===== config.mk =====
export PLATFORM = sky130hd
export DESIGN_NAME = rat_recover_ctrl_flat
export DESIGN_NICKNAME = d
export VERILOG_FILES = /design/src/rtl/rat_recover_if.sv /design/src/rtl/rat_recover_ctrl.sv /design/src/flat_wrapper.sv
export SDC_FILE = /design/constraint.sdc
export NUM_CORES = 1
export LEC_CHECK = 0
export CORE_MARGIN = 10
export CORE_UTILIZATION = 28
export CTS_CLUSTER_SIZE = 14
export DETAILED_ROUTE_END_ITERATION = 16
export GPL_TIMING_DRIVEN = 0
export PLACE_DENSITY = 0.89
export SLEW_MARGIN = 10
export SYNTH_ARGS = -nofsm -noshare
export SYNTH_HDL_FRONTEND = slang
export SYNTH_SLANG_ARGS = --single-unit

===== constraint.sdc =====
create_clock -name clk -period 2.3 [get_ports clk]
set_clock_uncertainty 0.1 [all_clocks]
set_input_delay 0.46 -clock clk [delete_from_list [all_inputs] [get_ports clk]]
set_output_delay 0.46 -clock clk [all_outputs]
set_load 0.01 [all_outputs]

===== src/rtl/rat_recover_if.sv =====
// rat_recover_if: rename/RAT/committed-RAT signal bundle for rat_recover_ctrl.
// slave modport is the controller; master modport is the surrounding pipeline
// (rename stage, speculative RAT, committed RAT).
// Packing: slot k of each multi-slot bus sits at [(k+1)*W-1 : k*W].
interface rat_recover_if #(
  parameter int NUM_AREGS    = 32,
  parameter int NUM_PREGS    = 64,
  parameter int RENAME_WIDTH = 2,
  parameter int COPY_WIDTH   = 2
);
  localparam int AW = $clog2(NUM_AREGS);
  localparam int PW = $clog2(NUM_PREGS);
  logic                       flush_req;
  logic [RENAME_WIDTH-1:0]    ren_w_en;
  logic [AW*RENAME_WIDTH-1:0] ren_dst_areg;
  logic [PW*RENAME_WIDTH-1:0] ren_new_alias;
  logic [AW*COPY_WIDTH-1:0]   crat_areg;
  logic [PW*COPY_WIDTH-1:0]   crat_preg;
  logic [RENAME_WIDTH-1:0]    rat_w_en;
  logic [AW*RENAME_WIDTH-1:0] rat_dst_areg;
  logic [PW*RENAME_WIDTH-1:0] rat_new_alias;
  logic                       rename_stall;
  logic                       recover_done;
  modport master (
    output flush_req, ren_w_en, ren_dst_areg, ren_new_alias, crat_preg,
    input  crat_areg, rat_w_en, rat_dst_areg, rat_new_alias, rename_stall, recover_done
  );
  modport slave (
    input  flush_req, ren_w_en, ren_dst_areg, ren_new_alias, crat_preg,
    output crat_areg, rat_w_en, rat_dst_areg, rat_new_alias, rename_stall, recover_done
  );
endinterface


===== src/rtl/rat_recover_ctrl.sv =====
// rat_recover_ctrl: restores the speculative RAT from the committed RAT after a flush.
// Ports: clk, rst (sync, active-high); bus (rat_recover_if.slave): flush_req,
// ren_* from rename, crat_areg/crat_preg to/from the committed RAT, rat_* to the
// speculative RAT write ports, rename_stall and the one-cycle recover_done pulse.
// Optional: define RAT_RECOVER_PERF_EN to add perf_recover_cycles (cycles spent
// copying, saturating) and perf_flush_count (accepted flushes, saturating).
module rat_recover_ctrl #(
  parameter int NUM_AREGS    = 32,
  parameter int NUM_PREGS    = 64,
  parameter int RENAME_WIDTH = 2,
  parameter int COPY_WIDTH   = 2
) (
  input logic clk,
  input logic rst,
  rat_recover_if.slave bus
`ifdef RAT_RECOVER_PERF_EN
  ,
  output logic [31:0] perf_recover_cycles,
  output logic [15:0] perf_flush_count
`endif
);
  localparam int AW = $clog2(NUM_AREGS);
  localparam int PW = $clog2(NUM_PREGS);
  localparam int NB = NUM_AREGS / COPY_WIDTH;
  localparam int CW = NB > 1 ? $clog2(NB) : 1;
  typedef enum logic {IDLE, COPY} state_t;
  state_t        state_q, state_d;
  logic [CW-1:0] cnt_q, cnt_d;
  logic          done_q, done_d;
  always_ff @(posedge clk) begin
    if (rst) begin
      state_q <= IDLE;
      cnt_q   <= '0;
      done_q  <= 1'b0;
    end else begin
      state_q <= state_d;
      cnt_q   <= cnt_d;
      done_q  <= done_d;
    end
  end
  always_comb begin
    state_d           = state_q;
    cnt_d             = cnt_q;
    done_d            = 1'b0;
    bus.crat_areg     = '0;
    bus.rat_w_en      = bus.ren_w_en;
    bus.rat_dst_areg  = bus.ren_dst_areg;
    bus.rat_new_alias = bus.ren_new_alias;
    bus.rename_stall  = 1'b0;
    if (state_q == COPY) begin
      bus.rename_stall  = 1'b1;
      bus.rat_w_en      = '0;
      bus.rat_dst_areg  = '0;
      bus.rat_new_alias = '0;
      for (int i = 0; i < COPY_WIDTH; i++) begin
        bus.crat_areg[i*AW +: AW]     = AW'(int'(cnt_q) * COPY_WIDTH + i);
        bus.rat_w_en[i]               = 1'b1;
        bus.rat_dst_areg[i*AW +: AW]  = AW'(int'(cnt_q) * COPY_WIDTH + i);
        bus.rat_new_alias[i*PW +: PW] = bus.crat_preg[i*PW +: PW];
      end
      cnt_d = cnt_q + 1'b1;
      if (cnt_q == CW'(NB - 1)) begin
        state_d = IDLE;
        done_d  = 1'b1;
      end
    end
    // Wrong-path rename writes in the flush cycle are dropped; an in-flight
    // copy batch still lands since it is committed state anyway.
    if (bus.flush_req) begin
      if (state_q == IDLE) bus.rat_w_en = '0;
      state_d = COPY;
      cnt_d   = '0;
      done_d  = 1'b0;
    end
    if (rst) begin
      bus.rat_w_en     = '0;
      bus.rename_stall = 1'b0;
      bus.crat_areg    = '0;
    end
  end
  assign bus.recover_done = done_q;
`ifdef RAT_RECOVER_PERF_EN
  logic [31:0] perf_cycles_q;
  logic [15:0] perf_flush_q;
  always_ff @(posedge clk) begin
    if (rst) begin
      perf_cycles_q <= '0;
      perf_flush_q  <= '0;
    end else begin
      if (state_q == COPY && !(&perf_cycles_q)) perf_cycles_q <= perf_cycles_q + 1'b1;
      if (bus.flush_req && !(&perf_flush_q)) perf_flush_q <= perf_flush_q + 1'b1;
    end
  end
  assign perf_recover_cycles = perf_cycles_q;
  assign perf_flush_count    = perf_flush_q;
`endif
endmodule


===== src/flat_wrapper.sv =====
// flat-port wrapper written by rule: the top's interface ports become plain ports
module rat_recover_ctrl_flat 
#(
  parameter int NUM_AREGS    = 32,
  parameter int NUM_PREGS    = 64,
  parameter int RENAME_WIDTH = 2,
  parameter int COPY_WIDTH   = 2
)
  (clk, rst, bus_flush_req, bus_ren_w_en, bus_ren_dst_areg, bus_ren_new_alias, bus_crat_preg, bus_crat_areg, bus_rat_w_en, bus_rat_dst_areg, bus_rat_new_alias, bus_rename_stall, bus_recover_done);
  rat_recover_if #(.NUM_AREGS(NUM_AREGS), .NUM_PREGS(NUM_PREGS), .RENAME_WIDTH(RENAME_WIDTH), .COPY_WIDTH(COPY_WIDTH)) bus_i ();
  input logic clk;
  input logic rst;
  input wire logic [$bits(bus_i.flush_req)-1:0] bus_flush_req;
  input wire logic [$bits(bus_i.ren_w_en)-1:0] bus_ren_w_en;
  input wire logic [$bits(bus_i.ren_dst_areg)-1:0] bus_ren_dst_areg;
  input wire logic [$bits(bus_i.ren_new_alias)-1:0] bus_ren_new_alias;
  input wire logic [$bits(bus_i.crat_preg)-1:0] bus_crat_preg;
  output wire logic [$bits(bus_i.crat_areg)-1:0] bus_crat_areg;
  output wire logic [$bits(bus_i.rat_w_en)-1:0] bus_rat_w_en;
  output wire logic [$bits(bus_i.rat_dst_areg)-1:0] bus_rat_dst_areg;
  output wire logic [$bits(bus_i.rat_new_alias)-1:0] bus_rat_new_alias;
  output wire logic [$bits(bus_i.rename_stall)-1:0] bus_rename_stall;
  output wire logic [$bits(bus_i.recover_done)-1:0] bus_recover_done;
  assign bus_i.flush_req = bus_flush_req;
  assign bus_i.ren_w_en = bus_ren_w_en;
  assign bus_i.ren_dst_areg = bus_ren_dst_areg;
  assign bus_i.ren_new_alias = bus_ren_new_alias;
  assign bus_i.crat_preg = bus_crat_preg;
  assign bus_crat_areg = bus_i.crat_areg;
  assign bus_rat_w_en = bus_i.rat_w_en;
  assign bus_rat_dst_areg = bus_i.rat_dst_areg;
  assign bus_rat_new_alias = bus_i.rat_new_alias;
  assign bus_rename_stall = bus_i.rename_stall;
  assign bus_recover_done = bus_i.recover_done;
  rat_recover_ctrl #(.NUM_AREGS(NUM_AREGS), .NUM_PREGS(NUM_PREGS), .RENAME_WIDTH(RENAME_WIDTH), .COPY_WIDTH(COPY_WIDTH)) u_core (.clk(clk), .rst(rst), .bus(bus_i));
endmodule

==> flow_summary.ini <==
[outcome]
outcome = complete, no violations

[critical_path]
required_ps = 1740
path_buf_inv = 3
crit_arrival_ps = 1690
worstSetupEndpointType = output pin
slowest_stage = clkdlybuf4s50_1
critPathMostFrequentCell = clkdlybuf4s50_1
critical_path.cell_chain = clkdlybuf4s50_1 -> inv_1 -> o21ai_0 -> clkdlybuf4s50_1
cp_max_fo = 1
start_kind = input port
timing_worst_setup_path_type = input port to output pin
slowest_delay_ps = 590
crit_family = buffers and inverters

[global_route]
grt_util_met3 = 0.05017
busiest_layer = met2
grt_max_degree = 11
grt_overflow = 0
antenna_found_initial = 0
first_global_vias = 799
grt_pass1_wl_um = 4588
grt_use_met2 = 0.2216
grt_usage = 0.1341
use_met1 = 0.1558

[floorplanning]
die_y_um = 66.60
ios = 75
die_x_um = 66.60
core_sq_mm = 0.002022
start_util = 0.3007
num_rows = 16
die-area_sq_mm = 0.004436

[clock_network]
clkTransAtPathRegs_ps = 40
cts_tree = built
cts_made_buffers = 3
cts_setup_buffers = 0
root_buffer = clkbuf_4
clock_path_buffers = 2
clkSinkCount = 6
clk_latency_ps = 250
cts_hold_buffers = 0
h-tree-depth = 1

[routing]
ant_nets = 0
drt_first_pass_iters = 4
drt-wirelength-per-cell_um = 18.14
num_vias = 837
routed_wl_um = 3265
drc_errors = 0
viasPerCell = 4.650
drt_iter0_markers = 20

[sta]
rsz0062_at_grt = false
setup_viol = 0
min_period_ps = 2251
min_period_over_period = 0.9787
holdWs_ps = 444.6
fmax_mhz = 444.2
hold_viol = 0
slew_violations = 0

[power_and_ir_drop]
p_comb_frac = 0.514
p_leak_nw = 0.7161
seq_power_share = 0.257
switchingPower_mw = 0.1174
clkPwrFrac = 0.229
peakVddDrop_mv = 0.2853
p_per_area_mw_per_mm2 = 306.1
switching_share = 0.2725
intPower_mw = 0.3135

[synth]
synthesis.area_sq_um = 608.1
syn-mean-instance-area_sq_um = 7.897
synthDistinctLibCells = 26
synthFlopType = dfxtp_1
synth_common_cells = mux2_2 (12), buf_4 (8), inv_1 (8), o21ai_0 (8), dfxtp_1 (6)
ys_warn_count = 0
yosysMostFrequentCell = mux2_2
synth_seq_cells = 6
yosysSeqAreaShare = 0.1975
ys_async_sr_fraction = 0
ys_top_cells_by_area = mux2_2 (22%), dfxtp_1 (20%), buf_4 (9.9%)
synth_cells = 77
synth_edf_count = 0
synth_nets = 117
synth_top_area_share = 0.2222
post-synth-top-area-cell = mux2_2

[placed_design]
dp_hpwl_um = 2862
port-buffer-count = 73
placed_cells = 177
place_congestion = 0.8800

[layout]
diodes = 0
fillCellCount = 161
area_growth_pct = 131.5
drive_gt1_frac = 0.1961
fin_cells = 180
final_nets = 195

[hold_path]
hp-class = flop to flop

[flow_run]
max_cap_viol_count = 0
stage by stage:
stage / area [sq um] / TNS, ps / worst slack (ps) / total power, mW / utilization
floorplan: 608.1 / 0 / 684.4 / 0.1884 / -
global placement: 1373 / -2657 / -332.0 / 0.3329 / 0.6788
detailed placement: 1373 / -2884 / -358.4 / 0.3367 / 0.6788
CTS: 1393 / 0 / 1.176 / 0.4367 / 0.6887
global route: 1408 / 0 / 3.787 / 0.4549 / 0.6962
finish: 1408 / 0 / 48.94 / 0.4309 / 0.6962
cells in the final DEF, fill, tap and decap left out, drive strengths merged:
master / instances
nand4: 1
a21bo: 1
and3: 1
nor2b: 2
nand2: 4
or2: 2
dlymetal6s2s: 6
inv: 8
mux2i: 1
xnor2: 1
and3b: 1
nand3b: 1
dlygate4sd2: 7
clkdlybuf4s50: 60
ha: 1
dfxtp: 6
clkbuf: 3
conb: 1
mux2: 13
nor3b: 1
nor2: 4
and2: 4
a21oi: 1
buf: 10
a21o: 2
o21ai: 8
nor3: 2
and4b: 1
cell type report:
type	count	area, sq um	area share
Sequential cell	6	121.4	0.08622
Clock buffer	3	22.52	0.01600
Inverter	8	30.03	0.02133
Tap cell	27	33.78	0.02400
Timing Repair Buffer	73	737.0	0.5236
Buffer	10	72.57	0.05156
Multi-Input combinational cell	53	390.4	0.2773
state kept, by name, indices dropped and copies added (netlist names):
name                     cells
u_core.bus.recover_done      1
u_core.cnt_q                 4
u_core.state_q               1
worst register-to-register path, delay by kind of cell, from the launching register on:
kind	cells	cell delay [ps]
and+or+nand+nor	2	330
DFF	1	350
adders and majority gates	1	260
power groups by stage:
| stage | logic, mW | clock network, mW | registers (mW) |
|---|---|---|---|
| finish | 0.222 | 0.0986 | 0.111 |
| global route | 0.236 | 0.108 | 0.111 |
| CTS | 0.225 | 0.101 | 0.111 |
| detailed placement | 0.224 | 0 | 0.112 |
| global placement | 0.221 | 0 | 0.112 |
| floorplan | 0.0774 | 0 | 0.111 |
repair_timing:
action	4_1_cts	5_1_grt
gates resized for setup	10	6
endpoints found under the setup margin	21	6
pin swaps	0	0
final timing paths:
check | from | to | slack [ps] | depth (start not counted)
worst min-delay path | u_core.cnt_q[3]$_SDFFE_PP0P_ | u_core.bus.recover_done$_SDFF_PP0_ | 440 | 1
worst max register to register | u_core.cnt_q[0]$_SDFFE_PP0P_ | u_core.bus.recover_done$_SDFF_PP0_ | 1150 | 3
worst min register to register | u_core.cnt_q[3]$_SDFFE_PP0P_ | u_core.bus.recover_done$_SDFF_PP0_ | 440 | 1
worst max-delay path | bus_ren_dst_areg[4] | bus_rat_dst_areg[4] | 50 | 4
cells by family after synthesis:
family                   Yosys count  synth area share
adder cells (fa/ha/maj)            1           0.02057
flip-flops                         6            0.1975
XOR/XNOR                           1           0.01441
multiplexers                      14            0.2572
other                              1          0.006167
AO/OA/AOI/OAI                     12            0.1152
buffers and inverters             18            0.1646
AND/OR/NAND/NOR                   24            0.2243
layer usage:
metal | vias up | wire length, um
met5 | - | 0
met4 | 0 | 25
met3 | 2 | 422
met2 | 54 | 1461
met1 | 378 | 1355
li1 | 403 | -
(Power assumes the default switching activity.)
